### config.mk
export PLATFORM = sky130hd
export DESIGN_NAME = ccip_c0_req_arbiter
export DESIGN_NICKNAME = d
export VERILOG_FILES = /design/src/rtl/pipearch_common.sv /design/src/rtl/ccip_c0_req_arbiter_credit.sv /design/src/rtl/ccip_c0_req_arbiter.sv
export SDC_FILE = /design/constraint.sdc
export NUM_CORES = 1
export LEC_CHECK = 0
export ABC_AREA = 1
export BUFFER_PORTS_ARGS = -buffer_cell sky130_fd_sc_hd__buf_4
export CORE_AREA = 2 2 169 171
export CTS_BUF_LIST = sky130_fd_sc_hd__clkbuf_8
export DETAILED_ROUTE_END_ITERATION = 7
export DIE_AREA = 0 0 171 173
export PLACE_DENSITY = 0.67
export SLEW_MARGIN = 20
export SYNTH_ARGS = -nofsm -noshare
export SYNTH_HDL_FRONTEND = slang
export SYNTH_SLANG_ARGS = --single-unit
### constraint.sdc
create_clock -name clk -period 5.2 [get_ports clk]
set_input_delay 0.52 -clock clk [delete_from_list [all_inputs] [get_ports clk]]
set_output_delay 0.52 -clock clk [all_outputs]
set_load 0.005 [all_outputs]
### src/rtl/pipearch_common.sv
// Shared CCI-P types and helpers for the pipearch c0 request path.
// Carries the header layouts, the mdata tag field position used to
// route read responses back to their instance, and the line-cost helper.
package pipearch_common;

  // Bits of mdata that carry the source instance index.
  localparam int MDATA_TAG_HI = 15;
  localparam int MDATA_TAG_LO = 14;

  // Default per-instance cache-line credit limit.
  localparam int CCIP_MAX_OUTSTANDING = 64;

  // Width of a line cost (1..4).
  localparam int CCIP_LINES_W = 3;

  typedef logic [$clog2(CCIP_MAX_OUTSTANDING + 1)-1:0] t_outstanding_cnt;

  typedef logic [41:0] t_ccip_clAddr;
  typedef logic [15:0] t_ccip_mdata;

  // Multi-line request length. 2'b10 is not a legal encoding.
  typedef enum logic [1:0] {
    eCL_LEN_1 = 2'b00,
    eCL_LEN_2 = 2'b01,
    eCL_LEN_4 = 2'b11
  } t_ccip_clLen;

  typedef enum logic [3:0] {
    eREQ_RDLINE_I = 4'h0,
    eREQ_RDLINE_S = 4'h1
  } t_cci_c0_req;

  typedef enum logic [3:0] {
    eRSP_RDLINE = 4'h0,
    eRSP_UMSG   = 4'h4
  } t_cci_c0_rsp;

  typedef struct packed {
    logic [1:0]   vc_sel;
    logic [1:0]   rsvd1;
    t_ccip_clLen  cl_len;
    t_cci_c0_req  req_type;
    logic [5:0]   rsvd0;
    t_ccip_clAddr address;
    t_ccip_mdata  mdata;
  } t_cci_c0_ReqMemHdr;

  typedef struct packed {
    logic [1:0]  vc_used;
    logic        rsvd1;
    logic        hit_miss;
    logic [1:0]  rsvd0;
    logic [1:0]  cl_num;
    t_cci_c0_rsp resp_type;
    t_ccip_mdata mdata;
  } t_cci_c0_RspMemHdr;

  // Cache lines consumed by a request: cl_len + 1. The illegal 2'b10
  // encoding falls out naturally as a cost of 3.
  function automatic logic [CCIP_LINES_W-1:0] ccip_lines(input t_ccip_clLen cl_len);
    return {1'b0, cl_len} + 3'd1;
  endfunction

endpackage

### src/rtl/ccip_c0_req_arbiter_credit.sv
// Per-instance outstanding cache-line counter. Grants add the request's
// line cost, tagged read responses return one line each, and both can
// land in the same cycle as a single net update.
module ccip_credit_counter
  import pipearch_common::*;
#(
  parameter int MAX_OUTSTANDING = CCIP_MAX_OUTSTANDING,
  parameter int CNT_BITS        = $clog2(MAX_OUTSTANDING + 1)
) (
  input  logic                    clk,
  input  logic                    reset_n,
  input  logic                    inc_en,
  input  logic [CCIP_LINES_W-1:0] inc_lines,
  input  logic                    dec_en,
  input  logic [CCIP_LINES_W-1:0] chk_lines,
  output logic [CNT_BITS-1:0]     count,
  output logic                    has_room,
  output logic                    underflow
);

  // One extra bit so count + lines cannot wrap before the limit compare.
  localparam int W = CNT_BITS + 1;

  logic [W-1:0]        count_ext;
  logic [W-1:0]        room_sum;
  logic [W-1:0]        base;
  logic [W-1:0]        next_ext;
  logic                underflow_now;
  logic [CNT_BITS-1:0] count_nxt;

  // Room check and next count; room uses only the registered count so a
  // response this cycle cannot combinationally open up a grant.
  always_comb begin
    count_ext     = {1'b0, count};
    room_sum      = count_ext + W'(chk_lines);
    has_room      = (room_sum <= W'(MAX_OUTSTANDING));
    base          = count_ext + (inc_en ? W'(inc_lines) : '0);
    underflow_now = dec_en && (base == '0);
    next_ext      = (dec_en && (base != '0)) ? (base - W'(1)) : base;
    count_nxt     = next_ext[CNT_BITS-1:0];
  end

  // Count register and sticky underflow flag.
  always_ff @(posedge clk or negedge reset_n) begin
    // NOTE: non-blocking assignments in clocked blocks so every flop samples
    // pre-edge values regardless of statement order or block ordering.
    if (!reset_n) begin
      count     <= '0;
      underflow <= 1'b0;
    end else begin
      count <= count_nxt;
      if (underflow_now) begin
        underflow <= 1'b1;
      end
    end
  end

endmodule

### src/rtl/ccip_c0_req_arbiter.sv
// Round-robin arbiter from the per-instance c0 read request streams onto
// the shared CCI-P c0 Tx channel. Stamps the source index into the mdata
// tag bits, holds back while the channel is almost full, and tracks
// per-instance outstanding lines so no instance exceeds its tag share.
module ccip_c0_req_arbiter
  import pipearch_common::*;
#(
  parameter int NUM_INSTANCES   = 4,
  parameter int MAX_OUTSTANDING = CCIP_MAX_OUTSTANDING,
  parameter int CNT_BITS        = $clog2(MAX_OUTSTANDING + 1)
) (
  input  logic                     clk,
  input  logic                     reset_n,
  input  logic [NUM_INSTANCES-1:0] req_valid,
  input  t_cci_c0_ReqMemHdr        req_hdr [NUM_INSTANCES],
  output logic [NUM_INSTANCES-1:0] req_ready,
  input  logic                     c0TxAlmFull,
  input  logic                     rsp_valid,
  input  t_cci_c0_RspMemHdr        rsp_hdr,
  output logic                     out_valid,
  output t_cci_c0_ReqMemHdr        out_hdr,
  output logic [CNT_BITS-1:0]      outstanding [NUM_INSTANCES],
  output logic                     underflow_err
);

  localparam int IDX_W = MDATA_TAG_HI - MDATA_TAG_LO + 1;

  logic [NUM_INSTANCES-1:0] eligible;
  logic [NUM_INSTANCES-1:0] room;
  logic [NUM_INSTANCES-1:0] uflow;
  logic [NUM_INSTANCES-1:0] dec_hit;
  logic [CCIP_LINES_W-1:0]  lines [NUM_INSTANCES];

  logic [IDX_W-1:0]  last;
  logic [IDX_W-1:0]  grant_idx;
  logic              grant_vld;
  logic [IDX_W:0]    cand;
  t_cci_c0_ReqMemHdr grant_hdr;

  logic [IDX_W-1:0]  rsp_tag;
  logic              rsp_rdline;
  logic              rsp_unused;

  assign rsp_tag    = rsp_hdr.mdata[MDATA_TAG_HI:MDATA_TAG_LO];
  assign rsp_rdline = rsp_valid && (rsp_hdr.resp_type == eRSP_RDLINE);

  // Response fields this block has no use for.
  assign rsp_unused = ^{rsp_hdr.vc_used, rsp_hdr.rsvd1, rsp_hdr.hit_miss,
                        rsp_hdr.rsvd0, rsp_hdr.cl_num,
                        rsp_hdr.mdata[MDATA_TAG_LO-1:0]};

  // Per-source line cost, eligibility and credit counter. Tags at or above
  // NUM_INSTANCES never match any source and are dropped here.
  for (genvar i = 0; i < NUM_INSTANCES; i++) begin : g_src
    assign lines[i]    = ccip_lines(req_hdr[i].cl_len);
    assign eligible[i] = req_valid[i] && !c0TxAlmFull && room[i];
    assign dec_hit[i]  = rsp_rdline && (rsp_tag == IDX_W'(i));

    ccip_credit_counter #(
      .MAX_OUTSTANDING (MAX_OUTSTANDING),
      .CNT_BITS        (CNT_BITS)
    ) u_credit (
      .clk       (clk),
      .reset_n   (reset_n),
      .inc_en    (req_ready[i]),
      .inc_lines (lines[i]),
      .dec_en    (dec_hit[i]),
      .chk_lines (lines[i]),
      .count     (outstanding[i]),
      .has_room  (room[i]),
      .underflow (uflow[i])
    );
  end

  // Round-robin pick: first eligible source scanning last+1, last+2, ...
  always_comb begin
    // NOTE: every variable gets a default before any branch so no path
    // leaves it unassigned, which would otherwise infer a latch.
    grant_vld = 1'b0;
    grant_idx = '0;
    cand      = '0;
    for (int k = 1; k <= NUM_INSTANCES; k++) begin
      cand = {1'b0, last} + (IDX_W + 1)'(k);
      if (cand >= (IDX_W + 1)'(NUM_INSTANCES)) begin
        cand = cand - (IDX_W + 1)'(NUM_INSTANCES);
      end
      if (!grant_vld && eligible[cand[IDX_W-1:0]]) begin
        grant_vld = 1'b1;
        grant_idx = cand[IDX_W-1:0];
      end
    end
  end

  // One-hot ready toward the sources and the tag-stamped header.
  always_comb begin
    req_ready = '0;
    if (grant_vld) begin
      req_ready[grant_idx] = 1'b1;
    end
    grant_hdr = req_hdr[grant_idx];
    grant_hdr.mdata[MDATA_TAG_HI:MDATA_TAG_LO] = grant_idx;
  end

  // Registered channel output and round-robin pointer.
  always_ff @(posedge clk or negedge reset_n) begin
    if (!reset_n) begin
      out_valid <= 1'b0;
      out_hdr   <= '0;
      last      <= IDX_W'(NUM_INSTANCES - 1);
    end else begin
      out_valid <= grant_vld;
      out_hdr   <= grant_vld ? grant_hdr : '0;
      if (grant_vld) begin
        last <= grant_idx;
      end
    end
  end

  assign underflow_err = |uflow;

endmodule

==> results of run 1 <==
path summary, 6_finish.rpt:
check / startpoint / end / slack, ns / cells after the start
max: g_src[0].u_credit.count[0] / g_src[1].u_credit.count[6] / 0.26 / 33
min in group clk: req_hdr[258] / out_hdr[36] / 0.32 / 3
min: reset_n / out_hdr[10] / 0.17 / 1
max in group asynchronous: reset_n / out_hdr[23] / 3.71 / 2
max reg2reg: g_src[0].u_credit.count[0] / g_src[1].u_credit.count[6] / 0.26 / 33
min reg2reg: g_src[3].u_credit.underflow / g_src[3].u_credit.underflow / 0.47 / 2
worst max-delay path, delay by kind of cell (launching register included):
family	cells	cell delay [ns]
adder cells (fa/ha/maj)	5	1.45
AND/OR/NAND/NOR	17	1.76
flip-flops	1	0.41
XOR/XNOR	2	0.36
buffers and inverters	9	0.87
per-stage QoR:
step                      setup TNS, ns  hold WS [ns]  power, W  area [um^2]
after floorplan                       0         0.224   0.00446         8470
after global placement           -0.621         0.438   0.00629        12200
after detailed placement          -1.87         0.435   0.00637        12200
after CTS                             0         0.199   0.00699        12500
after global routing             -0.433         0.217   0.00778        12700
final                                 0         0.168   0.00708        12700
power groups by stage:
stage | logic (W) | registers (W) | clock network [W]
5_1_grt | 0.00560 | 0.00154 | 0.000635
3_5_place_dp | 0.00486 | 0.00151 | 0
3_3_place_gp | 0.00479 | 0.00150 | 0
2_1_floorplan | 0.00297 | 0.00149 | 0
4_1_cts | 0.00488 | 0.00149 | 0.000616
6_report | 0.00500 | 0.00150 | 0.000588
cells by family after synthesis:
logic type	synth area share (%)
AOI/OAI and AO/OA	4.92
xor gates and xnor gates	5.07
adders and majority gates	6.62
buffers and inverters	14.3
DFF	32.2
and+or+nand+nor	36.9
per-layer routing:
layer  vias up  global-route usage, %
met1      4492                   25.2
met2       351                   36.9
met4         0                   7.49
met3        57                   3.25
met5         -                      0
li1       4824                      -
layout make-up:
class                           count  area share, %
Sequential cell                   109           21.5
Antenna cell                        1         0.0197
Inverter                          234           6.90
Tap cell                          378           3.71
Timing Repair Buffer              492           29.1
Multi-Input combinational cell    865           37.2
Clock buffer                        9          0.973
Clock inverter                      7          0.629
synth_stat cells, drive strengths merged (2+ instances only):
cell,instances
o41ai,2
dfstp,2
fa,8
and3,2
nand2,368
o21ai,12
o211ai,2
nor2,53
dfrtp,107
nor3,10
ha,32
inv,233
clkbuf,12
xnor2,11
nand3,209
nand3b,43
nand4,8
a21oi,56
buf,50
nor4,4
xor2,38
a31oi,4
timing repair:
action,4_1_cts,5_1_grt
resized for setup,0,57
buffers inserted,0,11
hold buffers,0,0
setup endpoints to repair,0,21
sequential cells by signal (all words and copies together), names as in the netlist:
| name | count |
|---|---|
| out_hdr | 74 |
| g_src.u_credit.count | 28 |
| g_src.u_credit.underflow | 4 |
| last | 2 |
| out_valid | 1 |
==> report_table.html, run 1 <==
<table>
<tr><th>Metric</th><th>Value</th></tr>
<tr><th colspan="2">Floorplan</th></tr>
<tr><td>Top Ports</td><td>440</td></tr>
<tr><td>Height of the die</td><td>173 um</td></tr>
<tr><td>Floorplan core area</td><td>0.0276 mm^2</td></tr>
<tr><td>Die X</td><td>171 um</td></tr>
<tr><td>Area of the die</td><td>0.0296 mm^2</td></tr>
<tr><td>Standard-cell row count</td><td>61</td></tr>
<tr><td>Starting density of the core</td><td>30.7%</td></tr>
<tr><th colspan="2">Setup path</th></tr>
<tr><td>Critical-path cell with the highest stage delay</td><td>sky130_fd_sc_hd__fa_2</td></tr>
<tr><td>Data required time at the worst endpoint</td><td>5.52 ns</td></tr>
<tr><td>Startpoint type of the worst setup path</td><td>flip-flop</td></tr>
<tr><td>Data arrival time of the worst path</td><td>5.27 ns</td></tr>
<tr><td>Critical path fanouts, max</td><td>5</td></tr>
<tr><td>Element type at the critical path end</td><td>flip-flop</td></tr>
<tr><td>Start-to-end type of the worst setup path</td><td>reg2reg</td></tr>
<tr><td>Max incr delay on CP</td><td>0.54 ns</td></tr>
<tr><th colspan="2">Place</th></tr>
<tr><td>DP Wirelength</td><td>24,100 um</td></tr>
<tr><td>Setup WS pre-CTS</td><td>-0.243 ns</td></tr>
<tr><td>RD Place Congestion</td><td>0.877</td></tr>
<tr><td>Number of buffers inserted by port buffering</td><td>409</td></tr>
<tr><td>Total instance count after detailed placement</td><td>2,067</td></tr>
<tr><th colspan="2">Synth</th></tr>
<tr><td>Share of async-settable or async-resettable flops after synthesis</td><td>100%</td></tr>
<tr><td>Register area share after synthesis</td><td>32.2%</td></tr>
<tr><td>Area share of the largest cell type after synthesis</td><td>31.6%</td></tr>
<tr><td>Synth unique cells</td><td>35</td></tr>
<tr><td>Top post-synthesis cells by area</td><td>sky130_fd_sc_hd__dfrtp_1, sky130_fd_sc_hd__nand2_1, sky130_fd_sc_hd__nand3_1</td></tr>
<tr><td>Yosys warns</td><td>0</td></tr>
<tr><td>Nets in the synthesized netlist</td><td>1,642</td></tr>
<tr><td>Leading register cell type out of synthesis</td><td>sky130_fd_sc_hd__dfrtp_1</td></tr>
<tr><td>Synth area leader</td><td>sky130_fd_sc_hd__dfrtp_1</td></tr>
<tr><td>Total standard cell area after synthesis</td><td>0.00847 mm^2</td></tr>
<tr><td>Total of flip-flops plus latches after synthesis</td><td>109</td></tr>
<tr><td>Gate count after technology mapping</td><td>1,270</td></tr>
<tr><td>Count of flip-flops with a built-in enable after synthesis</td><td>0</td></tr>
<tr><td>Mapped Avg Cell Area</td><td>6.67 um^2</td></tr>
<tr><th colspan="2">Global routing</th></tr>
<tr><td>Global-route wire length before repair</td><td>48,700 um</td></tr>
<tr><td>Vias in the first global route</td><td>9,213</td></tr>
<tr><td>All-Layer GR Usage</td><td>20.8%</td></tr>
<tr><td>Antenna violations before repair</td><td>1</td></tr>
<tr><td>Residual overflow from global routing</td><td>0</td></tr>
<tr><td>Largest net degree at the start of global routing</td><td>87</td></tr>
<tr><th colspan="2">Clocking</th></tr>
<tr><td>Post-CTS clock slew at the launch and capture registers of the worst setup and hold paths</td><td>0.12 ns</td></tr>
<tr><td>CTS Buffer Depth</td><td>2</td></tr>
<tr><td>H-tree depth</td><td>3</td></tr>
<tr><td>TritonCTS Buffers</td><td>9</td></tr>
<tr><td>Skew-Pair Late Insertion Delay</td><td>0.40 ns</td></tr>
<tr><td>CTS Root Cell</td><td>sky130_fd_sc_hd__clkbuf_8</td></tr>
<tr><td>Sink count of the clock tree</td><td>109</td></tr>
<tr><td>Clock tree from TritonCTS</td><td>yes</td></tr>
<tr><th colspan="2">Power</th></tr>
<tr><td>Proportion of power drawn by flip-flops and latches</td><td>21.1%</td></tr>
<tr><td>Max rail drop VDD</td><td>0.000329 V</td></tr>
<tr><td>Part of the power in combinational logic</td><td>70.6%</td></tr>
<tr><td>Leakage power of the design</td><td>7.19 nW</td></tr>
<tr><td>Clock share of power</td><td>8.3%</td></tr>
<tr><td>Switching power</td><td>0.00355 W</td></tr>
<tr><td>Power density relative to cell area</td><td>556 mW/mm^2</td></tr>
<tr><td>Internal power</td><td>0.00353 W</td></tr>
<tr><td>Switching portion of total power</td><td>50.1%</td></tr>
<tr><th colspan="2">Cells and area</th></tr>
<tr><td>Layout Nets</td><td>2,083</td></tr>
<tr><td>FF/Latch Area</td><td>0.00273 mm^2</td></tr>
<tr><td>Highest-count cells in the layout ignoring fill and taps</td><td>sky130_fd_sc_hd__buf_4, sky130_fd_sc_hd__nand2_1, sky130_fd_sc_hd__inv_1</td></tr>
<tr><td>Fraction of the core area covered by cells at the end of the flow</td><td>46.1%</td></tr>
<tr><td>Non-Filler Instances</td><td>2,095</td></tr>
<tr><td>Area Growth Syn to Fin</td><td>50.3%</td></tr>
<tr><td>Most common cell after layout, fill and taps aside</td><td>sky130_fd_sc_hd__buf_4</td></tr>
<tr><td>Filler cells</td><td>2,839</td></tr>
<tr><td>Multi-input logic area</td><td>0.00474 mm^2</td></tr>
<tr><td>Ratio of cells with drive above 1 in the final layout</td><td>33.7%</td></tr>
<tr><th colspan="2">Run status</th></tr>
<tr><td>Result of the run</td><td>completed</td></tr>
<tr><th colspan="2">Timing</th></tr>
<tr><td>Worst-case headroom to the max-slew limit</td><td>36.7%</td></tr>
<tr><td>Number of pins with negative max-slew slack in the final report</td><td>0</td></tr>
<tr><td>Worst clock skew on the final layout</td><td>0.0168 ns</td></tr>
<tr><td>Final number of setup-violating endpoints</td><td>0</td></tr>
<tr><td>Final critical delay including setup and external delays</td><td>4.94 ns</td></tr>
<tr><td>Post-route clock period utilization</td><td>95.1%</td></tr>
<tr><td>Transition time of the tightest slew-check pin</td><td>0.950 ns</td></tr>
<tr><td>Smallest setup slack after layout</td><td>0.257 ns</td></tr>
<tr><td>Count of endpoints failing hold in the final timing report</td><td>0</td></tr>
<tr><td>Maximum clock frequency</td><td>202 MHz</td></tr>
<tr><th colspan="2">Flow run</th></tr>
<tr><td>Max_cap viols</td><td>0</td></tr>
<tr><th colspan="2">Drt</th></tr>
<tr><td>Length of routed met2 wiring</td><td>16,300 um</td></tr>
<tr><td>Post-route DRC violation count</td><td>0</td></tr>
<tr><td>Drt total wl</td><td>32,400 um</td></tr>
<tr><td>Remaining antenna violation count after routing</td><td>0</td></tr>
<tr><td>Average vias per placed instance</td><td>4.64</td></tr>
<tr><td>DRT iter0 DRCs</td><td>649</td></tr>
<tr><td>Total number of vias</td><td>9,724</td></tr>
<tr><td>Uppermost routed layer</td><td>met4</td></tr>
<tr><td>Met3 WL post-DR</td><td>2110 um</td></tr>
<tr><td>Wire length per cell after detailed routing</td><td>15.5 um</td></tr>
<tr><td>First-pass detailed-route iteration total</td><td>6</td></tr>
<tr><td>Post-Route M1 WL</td><td>13,100 um</td></tr>
<tr><th colspan="2">Min path</th></tr>
<tr><td>Type of the tightest min-delay check</td><td>in2async</td></tr>
</table>
(Power assumes the default switching activity.)
==> inputs of run 2 (changes only) <==
==> constraint.sdc (replaced) <==
create_clock -name clk -period 4.7 [get_ports clk]
set_input_delay 0.47 -clock clk [delete_from_list [all_inputs] [get_ports clk]]
set_output_delay 0.47 -clock clk [all_outputs]
set_load 0.005 [all_outputs]
==> report_table.html, run 2 (synthesized netlist as in run 1, its figures left out) <==
<table>
<tr><th>Metric</th><th>Value</th></tr>
<tr><th colspan="2">Run status</th></tr>
<tr><td>Result of the run</td><td>finished, violations left</td></tr>
<tr><td>Failing checks</td><td>negative setup slack</td></tr>
<tr><th colspan="2">Floorplan</th></tr>
<tr><td>Floorplan core area</td><td>0.0276 mm^2</td></tr>
<tr><td>Standard-cell row count</td><td>61</td></tr>
<tr><td>Area of the die</td><td>0.0296 mm^2</td></tr>
<tr><td>Top Ports</td><td>440</td></tr>
<tr><td>Starting density of the core</td><td>30.7%</td></tr>
<tr><td>Height of the die</td><td>173 um</td></tr>
<tr><td>Die X</td><td>171 um</td></tr>
<tr><th colspan="2">Cells and area</th></tr>
<tr><td>Final antenna diode count</td><td>0</td></tr>
<tr><td>Highest-count cells in the layout ignoring fill and taps</td><td>sky130_fd_sc_hd__buf_4, sky130_fd_sc_hd__nand2_1, sky130_fd_sc_hd__inv_1</td></tr>
<tr><td>Largest Register</td><td>out_hdr</td></tr>
<tr><td>Ratio of cells with drive above 1 in the final layout</td><td>40.4%</td></tr>
<tr><td>Cell area after layout</td><td>0.0135 mm^2</td></tr>
<tr><td>Filler cells</td><td>2,724</td></tr>
<tr><td>Most common cell after layout, fill and taps aside</td><td>sky130_fd_sc_hd__buf_4</td></tr>
<tr><td>Top flop regs</td><td>out_hdr (74), g_src.u_credit.count (28), g_src.u_credit.underflow (4)</td></tr>
<tr><td>Layout Nets</td><td>2,116</td></tr>
<tr><td>Area Growth Syn to Fin</td><td>59.8%</td></tr>
<tr><td>Multi-input logic area</td><td>0.00527 mm^2</td></tr>
<tr><td>FF/Latch Area</td><td>0.00273 mm^2</td></tr>
<tr><td>Largest register FFs</td><td>74</td></tr>
<tr><th colspan="2">Setup path</th></tr>
<tr><td>Beginning of the critical path</td><td>g_src[3].u_credit.count[0]</td></tr>
<tr><td>RR Startpoint</td><td>g_src[3].u_credit.count[0]</td></tr>
<tr><td>Worst setup path endpoint</td><td>g_src[0].u_credit.count[5]</td></tr>
<tr><td>Max incr delay on CP</td><td>0.40 ns</td></tr>
<tr><td>Critical-path cell with the highest stage delay</td><td>sky130_fd_sc_hd__dfrtp_1</td></tr>
<tr><td>Data arrival time of the worst path</td><td>5.09 ns</td></tr>
<tr><td>Start-to-end type of the worst setup path</td><td>reg2reg</td></tr>
<tr><td>Critical path fanouts, max</td><td>6</td></tr>
<tr><td>Most frequent CP cell</td><td>sky130_fd_sc_hd__nand2_2</td></tr>
<tr><td>Worst reg-to-reg path cell count</td><td>36</td></tr>
<tr><td>Setup slack of the worst register-to-register path</td><td>-0.07 ns</td></tr>
<tr><td>Capturing point of the worst reg2reg path</td><td>g_src[0].u_credit.count[5]</td></tr>
<tr><td>Startpoint type of the worst setup path</td><td>flip-flop</td></tr>
<tr><td>Data required time at the worst endpoint</td><td>5.02 ns</td></tr>
<tr><td>Element type at the critical path end</td><td>flip-flop</td></tr>
<tr><th colspan="2">Power</th></tr>
<tr><td>Power density relative to cell area</td><td>633 mW/mm^2</td></tr>
<tr><td>Overall Power</td><td>0.00857 W</td></tr>
<tr><td>Leakage power of the design</td><td>7.43 nW</td></tr>
<tr><td>Max rail drop VDD</td><td>0.000391 V</td></tr>
<tr><th colspan="2">Global routing</th></tr>
<tr><td>Global-route wire length before repair</td><td>50,500 um</td></tr>
<tr><td>Antenna violations before repair</td><td>1</td></tr>
<tr><td>Residual overflow from global routing</td><td>0</td></tr>
<tr><td>Largest net degree at the start of global routing</td><td>87</td></tr>
<tr><td>All-Layer GR Usage</td><td>21.4%</td></tr>
<tr><td>Vias in the first global route</td><td>9,534</td></tr>
<tr><th colspan="2">Timing</th></tr>
<tr><td>Final number of setup-violating endpoints</td><td>8</td></tr>
<tr><td>Worst clock skew on the final layout</td><td>0.0155 ns</td></tr>
<tr><td>Maximum clock frequency</td><td>210 MHz</td></tr>
<tr><td>Worst-case headroom to the max-slew limit</td><td>35.6%</td></tr>
<tr><td>Final hold slack</td><td>0.0228 ns</td></tr>
<tr><td>Smallest setup slack after layout</td><td>-0.0676 ns</td></tr>
<tr><td>Post-route clock period utilization</td><td>101%</td></tr>
<tr><td>RSZ-0062 raised after global routing</td><td>yes</td></tr>
<tr><td>Number of pins with negative max-slew slack in the final report</td><td>0</td></tr>
<tr><td>Count of endpoints failing hold in the final timing report</td><td>0</td></tr>
<tr><td>Transition time of the tightest slew-check pin</td><td>0.966 ns</td></tr>
<tr><td>Final critical delay including setup and external delays</td><td>4.77 ns</td></tr>
<tr><th colspan="2">Drt</th></tr>
<tr><td>Post-route DRC violation count</td><td>0</td></tr>
<tr><td>Average vias per placed instance</td><td>4.69</td></tr>
<tr><td>Drt total wl</td><td>33,900 um</td></tr>
<tr><td>Remaining antenna violation count after routing</td><td>0</td></tr>
<tr><td>Total number of vias</td><td>9,978</td></tr>
<tr><td>Wire length per cell after detailed routing</td><td>15.9 um</td></tr>
<tr><td>First-pass detailed-route iteration total</td><td>5</td></tr>
<tr><td>DRT iter0 DRCs</td><td>623</td></tr>
<tr><th colspan="2">Place</th></tr>
<tr><td>RD Place Congestion</td><td>0.911</td></tr>
<tr><td>Post-placement cell area</td><td>0.0125 mm^2</td></tr>
<tr><td>DP Wirelength</td><td>24,900 um</td></tr>
<tr><td>Setup WS pre-CTS</td><td>-0.511 ns</td></tr>
<tr><td>Number of buffers inserted by port buffering</td><td>409</td></tr>
<tr><th colspan="2">Min path</th></tr>
<tr><td>Type of the tightest min-delay check</td><td>in2async</td></tr>
<tr><th colspan="2">Clocking</th></tr>
<tr><td>TritonCTS Buffers</td><td>9</td></tr>
<tr><td>H-tree depth</td><td>3</td></tr>
<tr><td>Post-CTS clock slew at the launch and capture registers of the worst setup and hold paths</td><td>0.12 ns</td></tr>
<tr><td>Skew-Pair Late Insertion Delay</td><td>0.40 ns</td></tr>
<tr><td>Clock tree from TritonCTS</td><td>yes</td></tr>
<tr><td>CTS Buffer Depth</td><td>2</td></tr>
<tr><td>Sink count of the clock tree</td><td>109</td></tr>
<tr><td>CTS Root Cell</td><td>sky130_fd_sc_hd__clkbuf_8</td></tr>
<tr><th colspan="2">Flow run</th></tr>
<tr><td>Max_cap viols</td><td>0</td></tr>
</table>
==> run 2: cell count changes in the layout (fill, tap and decap cells not counted), sizes merged <==
cell and change:
diode -1, buf +33
==> run 2: routing by layer <==
metal | vias to the layer above | global-route usage, % | wire length, um
li1 | 4877 | - | -
met1 | 4708 | 26.5 | 13700
met2 | 343 | 38.4 | 17500
met3 | 50 | 3.09 | 1910
met4 | 0 | 6.07 | 788
met5 | - | 0 | 0
==> run 2: timing repair <==
action / in CTS / in global routing
hold buffers: 0 / 0
pin swaps: 23 / 51
buffers inserted: 7 / 15
gates resized for setup: 40 / 126
setup endpoints to repair: 19 / 32
==> run 2: worst min path at each step <==
stage                                start                     endpoint  slack, ns  cells after the start
6_report                           reset_n   g_src[1].u_credit.count[3]       0.02                      1
3_3_place_gp   g_src[3].u_credit.underflow  g_src[3].u_credit.underflow       0.43                      2
5_1_grt                            reset_n   g_src[1].u_credit.count[3]       0.05                      1
3_5_place_dp   g_src[3].u_credit.underflow  g_src[3].u_credit.underflow       0.44                      2
2_1_floorplan                      reset_n   g_src[0].u_credit.count[0]       0.17                      0
4_1_cts                            reset_n   g_src[1].u_credit.count[3]       0.03                      1
==> run 2: per-stage QoR <==
step	std cells	utilization [%]	TNS, ns
after CTS	2112	46.8	-0.103
after global placement	2089	45.4	-7.62
final	2127	49.0	-0.252
after global routing	2127	49.0	-7.73
after floorplan	1270	-	-0.0182
after detailed placement	2089	45.4	-10.04
==> run 2: where the power goes <==
part / switching (W) / total [W] / internal, W
clock network: 0.000394 / 0.000649 / 0.000255
logic: 0.00363 / 0.00627 / 0.00265
registers: 0.000261 / 0.00165 / 0.00138
==> run 2: cell type report <==
| type | count | share of cell area, % |
|---|---|---|
| inverters | 234 | 6.54 |
| clock buffers | 9 | 0.915 |
| multi-input cells | 865 | 38.9 |
| repair buffers | 525 | 29.4 |
| flip-flops and latches | 109 | 20.2 |
| clock inverters | 7 | 0.591 |
| well taps | 378 | 3.49 |
==> run 2: worst max-delay path: cells and delay by family (launching register included) <==
kind	cells	cell delay [ns]
AO/OA/AOI/OAI	2	0.27
XOR/XNOR	3	0.47
adder cells (fa/ha/maj)	4	1.00
buffers and inverters	5	0.51
flip-flops	1	0.40
AND/OR/NAND/NOR	22	2.04
